[config.mk]
export PLATFORM = sky130hd
export DESIGN_NAME = sample_serializer
export DESIGN_NICKNAME = d
export VERILOG_FILES = /design/src/rtl/sample_serializer_pkg.sv /design/src/rtl/sample_serializer_bclk_divider.sv /design/src/rtl/sample_serializer_flops.sv /design/src/rtl/sample_serializer.sv
export SDC_FILE = /design/constraint.sdc
export NUM_CORES = 1
export LEC_CHECK = 0
export CAP_MARGIN = 40
export CORE_ASPECT_RATIO = 0.8
export CORE_MARGIN = 10
export CORE_UTILIZATION = 40
export CTS_CLUSTER_SIZE = 10
export DETAILED_ROUTE_END_ITERATION = 10
export PLACE_DENSITY = 0.57
export SYNTH_ARGS = -nofsm -noshare
export SYNTH_HDL_FRONTEND = slang
export SYNTH_SLANG_ARGS = --single-unit
[constraint.sdc]
create_clock -name clk -period 3 [get_ports clk]
set_input_delay 0.45 -clock clk [delete_from_list [all_inputs] [get_ports clk]]
set_output_delay 0.45 -clock clk [all_outputs]
set_load 0.02 [all_outputs]
[src/rtl/sample_serializer_pkg.sv]
// rtl/sample_serializer_pkg.sv - shared state encoding and frame geometry for the sample serializer
package sample_serializer_pkg;

  typedef enum logic {
    ST_IDLE = 1'b0,
    ST_RUN  = 1'b1
  } state_t;

  // A mono sample is sent once in the left half and once in the right half.
  localparam int unsigned SLOTS_PER_SAMPLE = 2;

  function automatic int unsigned frame_slots(input int unsigned sample_width);
    return SLOTS_PER_SAMPLE * sample_width;
  endfunction

endpackage

[src/rtl/sample_serializer_bclk_divider.sv]
// rtl/sample_serializer_bclk_divider.sv - bit clock divider with falling-edge strobe
module bclk_divider #(
  parameter int unsigned BCLK_HALF = 4
) (
  input  logic clk,
  input  logic reset,
  input  logic run,
  output logic bclk,
  output logic fall
);

  localparam int unsigned     DIV_W = (BCLK_HALF > 1) ? $clog2(BCLK_HALF) : 1;
  localparam logic [DIV_W-1:0] TERM = DIV_W'(BCLK_HALF - 1);

  logic [DIV_W-1:0] div_q;
  logic [DIV_W-1:0] div_d;
  logic             bclk_q;
  logic             bclk_d;
  logic             term;

  // Count half periods while running; held at zero with bclk low otherwise.
  always_comb begin
    term   = run && (div_q == TERM);
    div_d  = '0;
    bclk_d = 1'b0;
    if (run) begin
      div_d  = term ? '0 : div_q + DIV_W'(1);
      bclk_d = term ? ~bclk_q : bclk_q;
    end
  end

  dffr #(.W(DIV_W)) u_div  (.clk(clk), .reset(reset), .d(div_d),  .q(div_q));
  dffr #(.W(1))     u_bclk (.clk(clk), .reset(reset), .d(bclk_d), .q(bclk_q));

  assign bclk = bclk_q;
  // High in the cycle whose clock edge drives bclk from high to low.
  assign fall = term && bclk_q;

endmodule

[src/rtl/sample_serializer_flops.sv]
// rtl/sample_serializer_flops.sv - flop primitives with asynchronous active-low reset
module dffr #(
  parameter int unsigned W = 1
) (
  input  logic         clk,
  input  logic         reset,
  input  logic [W-1:0] d,
  output logic [W-1:0] q
);

  // Plain register cleared to zero while reset is low.
  always_ff @(posedge clk or negedge reset) begin
    if (!reset) q <= '0;
    else        q <= d;
  end

endmodule

module dffre #(
  parameter int unsigned W = 1
) (
  input  logic         clk,
  input  logic         reset,
  input  logic         en,
  input  logic [W-1:0] d,
  output logic [W-1:0] q
);

  // Register that loads only when en is high, cleared to zero while reset is low.
  always_ff @(posedge clk or negedge reset) begin
    if (!reset)  q <= '0;
    else if (en) q <= d;
  end

endmodule

[src/rtl/sample_serializer.sv]
// rtl/sample_serializer.sv - mono sample to left-justified two-channel serial stream
module sample_serializer
  import sample_serializer_pkg::*;
#(
  parameter int unsigned BCLK_HALF    = 4,
  parameter int unsigned SAMPLE_WIDTH = 16
) (
  input  logic                    clk,
  input  logic                    reset,
  input  logic                    enable,
  output logic                    generate_next,
  input  logic                    sample_ready,
  input  logic [SAMPLE_WIDTH-1:0] sample,
  output logic                    bclk,
  output logic                    lrclk,
  output logic                    sdata,
  output logic                    underrun
);

  localparam int unsigned      FRAME     = frame_slots(SAMPLE_WIDTH);
  localparam int unsigned      SLOT_W    = $clog2(FRAME);
  localparam logic [SLOT_W-1:0] LAST_SLOT = SLOT_W'(FRAME - 1);
  localparam logic [SLOT_W-1:0] HALF      = SLOT_W'(SAMPLE_WIDTH);

  logic                    state_q;
  state_t                  state_d;
  logic                    run;
  logic                    bclk_fall;
  logic                    frame_start;
  logic                    start;
  logic                    reload;
  logic                    stop;
  logic [SLOT_W-1:0]       slot_q;
  logic [SLOT_W-1:0]       slot_d;
  logic [SLOT_W-1:0]       pos;
  logic [SAMPLE_WIDTH-1:0] pending_q;
  logic [SAMPLE_WIDTH-1:0] pending_d;
  logic                    pending_en;
  logic [SAMPLE_WIDTH-1:0] active_q;
  logic [SAMPLE_WIDTH-1:0] active_d;
  logic                    fresh_q;
  logic                    fresh_d;
  logic                    gen_d;
  logic                    under_d;
  logic                    sdata_d;
  logic                    lrclk_d;

  assign run = (state_q == ST_RUN);

  bclk_divider #(.BCLK_HALF(BCLK_HALF)) u_bclk_divider (
    .clk   (clk),
    .reset (reset),
    .run   (run),
    .bclk  (bclk),
    .fall  (bclk_fall)
  );

  // Next-state logic for the frame sequencer, sample buffering and registered outputs.
  always_comb begin
    frame_start = bclk_fall && (slot_q == LAST_SLOT);
    start       = !run && enable;
    reload      = frame_start && enable;
    stop        = frame_start && !enable;

    state_d = run ? ST_RUN : ST_IDLE;
    if (start) state_d = ST_RUN;
    if (stop)  state_d = ST_IDLE;

    slot_d = slot_q;
    if (!run)           slot_d = '0;
    else if (bclk_fall) slot_d = frame_start ? '0 : slot_q + SLOT_W'(1);

    // A strobe on the frame-start edge is kept for the following frame.
    fresh_d = fresh_q;
    if (start || frame_start) fresh_d = 1'b0;
    if (run && sample_ready)  fresh_d = 1'b1;

    pending_en = start || (run && sample_ready);
    pending_d  = start ? '0 : sample;

    // Each run starts from silence; on a missed sample the old value repeats.
    active_d = active_q;
    if (start)                  active_d = '0;
    else if (reload && fresh_q) active_d = pending_q;

    gen_d   = start || reload;
    under_d = reload && !fresh_q;

    pos     = (slot_d >= HALF) ? slot_d - HALF : slot_d;
    lrclk_d = (state_d == ST_RUN) && (slot_d >= HALF);
    sdata_d = 1'b0;
    if (state_d == ST_RUN) begin
      for (int i = 0; i < SAMPLE_WIDTH; i++) begin
        if (pos == SLOT_W'(i)) sdata_d = active_d[SAMPLE_WIDTH-1-i];
      end
    end
  end

  dffr  #(.W(1))            u_state   (.clk(clk), .reset(reset), .d(state_d),  .q(state_q));
  dffr  #(.W(SLOT_W))       u_slot    (.clk(clk), .reset(reset), .d(slot_d),   .q(slot_q));
  dffre #(.W(SAMPLE_WIDTH)) u_pending (.clk(clk), .reset(reset), .en(pending_en),
                                       .d(pending_d), .q(pending_q));
  dffr  #(.W(SAMPLE_WIDTH)) u_active  (.clk(clk), .reset(reset), .d(active_d), .q(active_q));
  dffr  #(.W(1))            u_fresh   (.clk(clk), .reset(reset), .d(fresh_d),  .q(fresh_q));
  dffr  #(.W(1))            u_gen     (.clk(clk), .reset(reset), .d(gen_d),    .q(generate_next));
  dffr  #(.W(1))            u_under   (.clk(clk), .reset(reset), .d(under_d),  .q(underrun));
  dffr  #(.W(1))            u_sdata   (.clk(clk), .reset(reset), .d(sdata_d),  .q(sdata));
  dffr  #(.W(1))            u_lrclk   (.clk(clk), .reset(reset), .d(lrclk_d),  .q(lrclk));

endmodule

# --- After elaboration in Yosys (flattened, before gate mapping) ---
# Index checks and enable logic that the tools add are counted.
totals:
  register_bits: 46
  inputBits: 20
  out_inout_bits: 5
  word_cells: 85
op_classes:
  addsub: 3
  order_cmp: 1
  n_eq_ne: 18
  mux: 33
  bitwise_logic: 1
  n_reduce_logical: 18
ops:
  columns: ["op", "count"]
  rows:
  - ["2-to-1 mux 16 bit", 3]
  - ["== test 5 x 4 -> 1 bit (second input constant)", 8]
  - ["2-to-1 mux 1 bit", 24]
  - ["== test 5 x 3 -> 1 bit (second input constant)", 4]
  - ["2-to-1 mux 5 bit", 4]
  - ["== test 5 x 2 -> 1 bit (second input constant)", 2]
  - ["logical AND 1 bit", 10]
  - ["adder 5 x 1 -> 5 bit (second input constant)", 1]
  - ["== test 5 x 1 -> 1 bit (second input constant)", 1]
  - ["== test 5 bit (second input constant)", 1]
  - ["greater-or-equal comparator 5 bit (second input constant)", 1]
  - ["logical NOT 5 bit", 1]
  - ["subtractor 5 bit (second input constant)", 1]
  - ["2-to-1 mux 2 bit", 2]
  - ["logical NOT 1 bit", 3]
  - ["logical OR 1 bit", 3]
  - ["adder 2 x 1 -> 2 bit (second input constant)", 1]
  - ["== test 2 bit (second input constant)", 1]
  - ["inequality test 2 bit (second input constant)", 1]
  - ["nonzero test 2 bit", 1]
  - ["inverter 1 bit", 1]

# --- Depth between registers and ports, before layout ---
logic_depth:
  ltp_word: 27
  mapped_depth: 11
  mapped_depth_nobuf: 11

# --- Hierarchy ---
# Synthesis repeated with hierarchy kept, for this count alone.
hier_totals:
  cells_unflattened: 224
  hier_area_um2: 2472.4
modules_own_cells:
  columns: ["module", "n_inst", "cells_each", "area_per_inst_um2"]
  rows:
  - ["sample_serializer", 1, 154, 1012.2]
  - ["dffre", 1, 34, 649.4]
  - ["dffr (u_active)", 1, 16, 400.4]
  - ["dffr (u_bclk_divider.u_bclk ...)", 7, 1, 25.0]
  - ["dffr (u_slot)", 1, 5, 125.1]
  - ["bclk_divider", 1, 6, 60.1]
  - ["dffr (u_bclk_divider.u_div)", 1, 2, 50.0]

# --- Worst setup path before layout ---
# OpenSTA, ideal clock, no wires.
synth_path:
  path_kind: "register -> register"
  start: "register u_slot.q[0]"
  end: "register u_sdata.q"
  setup_ns: 0.125
  arrival_time_ns: 2.406
  slack_ns: 0.468
  stages_incl_launch_ff: 10
  path_cell_list: "dfrtp_1 ha_1 and3_1 ha_1 or4b_4 a2111o_1 o22ai_2 a2111oi_1 a211oi_2 o21ai_1"
synth_via:
  elab_chain_len: 25
  word_cells_on_any_way: 48
synth_lines:
  columns: ["item", "line", "source"]
  rows:
  - ["from (decl)", "sample_serializer_flops.sv:8", "output logic [W-1:0] q"]
  - ["from (signal assigned)", "sample_serializer_flops.sv:13", "if (!reset) q <= '0;"]
  - ["from (signal assigned)", "sample_serializer_flops.sv:14", "else q <= d;"]
  - ["parallel branches: the longest is 24 deep, another holds adder 5 x 1 -> 5 bit", null, null]
  - ["2-to-1 mux 1 bit *", "sample_serializer.sv:92", "if (state_d == ST_RUN) begin"]
  - ["named net sdata_d", "sample_serializer.sv:45", "logic sdata_d;"]
  - ["to (signal assigned)", "sample_serializer_flops.sv:13", null]
  - ["to (signal assigned)", "sample_serializer_flops.sv:14", null]
  - ["to (decl)", "sample_serializer_flops.sv:8", null]
# Mark *: on every way through the listed nets, which the timed path passes.
# A chain may end at the register's enable or synchronous reset.

# --- Final worst setup path ---
layout_path:
  start: "register u_slot.q[0]"
  end: "register u_sdata.q"
layout_via:
  elab_chain_len: 25
  word_cells_on_any_way: 48
layout_lines:
  columns: ["item", "line", "source"]
  rows:
  - ["parallel branches: the longest is 3 deep, another holds adder 5 x 1 -> 5 bit", null, null]
  - ["2-to-1 mux 5 bit *", "sample_serializer.sv:71", "else if (bclk_fall) slot_d = frame_start ? '0 : slot_q + SLOT_W'(1);"]
  - ["2-to-1 mux 5 bit *", "sample_serializer.sv:70", "if (!run) slot_d = '0;"]
  - ["subtractor 5 bit or greater-or-equal comparator 5 bit (tied branches)", "sample_serializer.sv:89", "pos = (slot_d >= HALF) ? slot_d - HALF : slot_d;"]
  - ["2-to-1 mux 5 bit *", "sample_serializer.sv:89", null]
  - ["named net pos[0]", "sample_serializer.sv:35", "logic [SLOT_W-1:0] pos;"]
  - ["logical NOT 5 bit", "sample_serializer.sv:94", "if (pos == SLOT_W'(i)) sdata_d = active_d[SAMPLE_WIDTH-1-i];"]
  - ["2-to-1 mux 1 bit (15 in series)", "sample_serializer.sv:94", null]
  - ["2-to-1 mux 1 bit *", "sample_serializer.sv:94", null]
  - ["2-to-1 mux 1 bit *", "sample_serializer.sv:92", null]
  - ["named net sdata_d", "sample_serializer.sv:45", null]
# Marks and branches as above.

==> Implementation_results.wiki <==
{| class="wikitable"
! Metric !! Value
|-
| Register-to-register setup slack || 210 ps
|-
| Sequential standard cell area || 1150 sq um
|-
| CTS tree || done
|-
| Run status || complete, no violations
|-
| Most frequent CP cell || ha_1
|-
| Final clock period utilization by the worst path || 0.931
|-
| Hold/Removal Path Class || in -> async
|-
| RSZ-0062 raised after global routing || false
|-
| Initial core utilization || 0.413
|-
| Post-synth net total || between 200 and 250
|-
| Via density per instance || 5.23
|-
| Post-route DRC violation count || 0
|-
| Max Freq || 358 MHz
|-
| Number of instances in the synthesized netlist || approximately 200
|-
| Total count of hold-check failures in the final report || 0
|-
| Synth top area share || 0.513
|-
| Clock period minus worst slack || 2790 ps
|-
| Buffers plus inverters on the worst setup path || 1
|-
| Area of the multi-input gates || 986 sq um
|-
| Worst clock skew || between 8 and 9 ps
|-
| Area growth from synthesis to layout || 18.5%
|-
| Kind of start point of the critical path || flop
|-
| Final Power || around 0.0011 W
|-
| Detailed-routing iteration count for the pre-antenna-repair pass || 4
|-
| Power per Cell Area || 421 nW/um^2
|-
| Max-cap check violation count || 0
|-
| Sum of negative setup slack || 0 ps
|-
| Worst Setup End Kind || flop
|-
| Clock transition at the register clock pins on the worst setup and hold paths after CTS || 90 ps
|-
| Netlist area before placement || 2240 sq um
|-
| Delay of the slowest cell on the worst path || between 400 and 500 ps
|-
| Data required, critical path || 3230 ps
|-
| Post-detail-place hpwl || 3750 um
|-
| Total number of vias || between 1500 and 2000
|-
| Number of rows created at floorplan || 24
|-
| Critical path peak fanout || 8
|-
| H-tree level count || 2
|-
| Routed wire length per instance || 16.5 um
|-
| Synth cell types || 50
|-
| Cell type group with the largest total delay on the critical path || compound AO/OA/AOI/OAI gates
|-
| Slew Limit Fails || 0
|-
| Worst supply voltage drop on vdd || between 0.2 and 0.25 mV
|-
| Slowest stage cell on the critical path || a2111oi_1
|-
| RD Place Congestion || ~0.88
|-
| Fraction of layout instances using a drive strength above 1 || 0.134
|-
| Number of buffers inserted during clock tree synthesis || 5
|-
| Crit path launch || u_slot.q[0]$_DFF_PN0_
|-
| Flop and latch count out of synthesis || 46
|-
| Antenna Cells || 0
|-
| Depth of the worst register-to-register path || 11
|-
| Core area || 5440 sq um
|-
| Critical path arrival || about 3000 ps
|-
| Total gr overflow || 0
|-
| CTS Root Cell || clkbuf_8
|-
| Finish-stage setup viols || 0
|-
| End-of-flow core utilization || 0.489
|-
| Worst slew margin relative to its limit || 0.663
|-
| Cts-stage hold buffer count || 0
|-
| Syn Area/Cell || around 11 sq um
|-
| Die footprint || between 9000 and 10000 sq um
|-
| Antenna violations before repair || 0
|-
| Number of top-level design ports || 25
|-
| Post-synthesis sequential area ratio || 0.513
|-
| Worst flop-to-flop path startpoint || u_slot.q[0]$_DFF_PN0_
|-
| Leading post-synthesis cells by cell area || dfrtp_1, a22o_1, mux2i_1
|-
| Clock latency on the worst-skew pair || 300 ps
|-
| Height of the chip || 87.0 um
|-
| Reg2reg end || u_sdata.q$_DFF_PN0_
|-
| Filler Cells Inserted || around 500
|-
| Via count of the first global-routing pass || 1590
|-
| Total global routing track utilization || 0.119
|-
| DRT antenna net count || 0
|-
| Crit-path cells || ha_1, and3_1, ha_1, and4bb_1, o21ai_4, inv_1, a21oi_1, o22ai_2, a2111oi_1, a211oi_2, o21ai_1
|-
| Area leader, netlist || dfrtp_1
|-
| Transition time of the tightest slew-check pin || between 500 and 600 ps
|-
| Count of port buffers added during placement || 24
|-
| CTS sink count || 46
|-
| Horizontal die dimension || between 100 and 150 um
|-
| Number of nets in the layout || roughly 250
|-
| Leakage power summed over all cells || 1.19 nW
|-
| Final wirelength || 5130 um
|-
| Worst Path Class, Setup || reg -> reg
|-
| Global-route wire length before repair || around 8600 um
|-
| Number of violations reported at the end of detailed-routing iteration 0 || ~140
|-
| Pin count of the biggest net entering global routing || 29
|-
| Number of warnings reported in the yosys synthesis log || 0
|-
| Bufs on Longest Clock Path || 2
|}
registers in the layout, indices dropped and copies added (netlist names):
signal and flops:
u_under.q 1, u_active.q 16, u_fresh.q 1, u_gen.q 1, u_lrclk.q 1, u_pending.q 16
u_bclk_divider.u_bclk.q 1, u_slot.q 5, u_bclk_divider.u_div.q 2, u_state.q 1, u_sdata.q 1
per-layer routing:
layer	wire [um]	vias up	GRT usage
met1	2790	793	0.181
met2	2070	32	0.161
met3	232	4	0.0303
met4	36	0	0.0265
li1	-	793	-
met5	0	-	0
cell usage after synthesis (all sizes together):
cell type   n
o21ai      12
mux2i      10
nand3       9
clkinv      1
a31oi       1
or4b        1
a2111oi     1
a31o        1
or3         1
o2111a      1
o22ai       2
a32o        1
mux4        2
inv         6
a211o       1
buf         3
o21a        3
and3        4
o221a       1
a21oi      10
clkbuf      8
xor2        1
a211oi      3
mux2        1
nor2       18
and4bb      1
ha          3
nand2b      1
nor3        4
xnor2       2
nand2      23
a22o       14
a21boi      1
nor3b       1
o211a       1
dfrtp      46
o211ai      1
a2111o      1
and2        3
worst register-to-register path, cell delays in order, from the launching register on:
cell	delay (ps)
dfrtp_1	390
ha_1	210
and3_1	170
ha_1	290
and4bb_1	280
o21ai_4	150
inv_1	110
a21oi_1	270
o22ai_2	130
a2111oi_1	480
a211oi_2	90
o21ai_1	150
worst max-delay path by stage:
stage                          endpoint  slack (ps)  cells past startpoint
finish              u_sdata.q$_DFF_PN0_         210                     11
global route        u_sdata.q$_DFF_PN0_           1                     10
CTS                 u_sdata.q$_DFF_PN0_         200                     10
detailed placement  u_sdata.q$_DFF_PN0_         220                     10
global placement    u_sdata.q$_DFF_PN0_         290                      9
floorplan           u_sdata.q$_DFF_PN0_         470                      9
power by group:
group | internal [W] | leakage [nW] | switching [W]
Clock | 0.000186 | 0.0482 | 0.000205
Combinational | 0.0000416 | 0.554 | 0.0000328
Sequential | 0.000638 | 0.589 | 0.0000140
Total | 0.000866 | 1.19 | 0.000252
final cells by class:
cell class / instances / share of cell area
multi-input cells: 140 / 0.371
flip-flops and latches: 46 / 0.433
repair buffers: 31 / 0.113
inverters: 7 / 0.0118
well taps: 78 / 0.0367
clock buffers: 7 / 0.0325
clock inverters: 1 / 0.00188
what timing repair did:
item,CTS,global route
gates resized for setup,0,0
setup buffers,0,1
endpoints found under the setup margin,0,1
kinds of logic (layout without fill, tap and decap cells):
logic type      Yosys count  after routing  synth area share
compound gates           55             55             0.186
xor+xnor                  3              3            0.0117
fa+ha+maj                 3              3            0.0167
buf+inv                  18             46            0.0469
flops                    46             46             0.513
mux                      13             13            0.0714
simple gates             66             66             0.154
cell usage in the layout, fill, tap and decap left out, types with 2 or more instances in the layout:
cell and n:
clkbuf_8 6, inv_1 6, o21ai_0 10, nand2_4 2, a21oi_1 10, buf_4 6, nand2_1 21, a22o_1 14
o21a_1 3, dfrtp_1 46, xnor2_1 2, mux2i_1 10, clkdlybuf4s50_1 23, and2_1 3, mux4_2 2, nor2_1 17
a211oi_1 2, and3_1 3, nand3_1 8, ha_1 3, nor3_1 4
through the flow:
step	setup WS, ps	hold slack [ps]	instance area (sq um)	std cells
floorplan	468	154	2240	204
global placement	293	422	2540	300
detailed placement	221	422	2560	301
CTS	203	105	2650	309
global route	1.08	130	2660	310
finish	208	96.2	2660	310
Note: power is estimated with default switching activity, not from simulation.
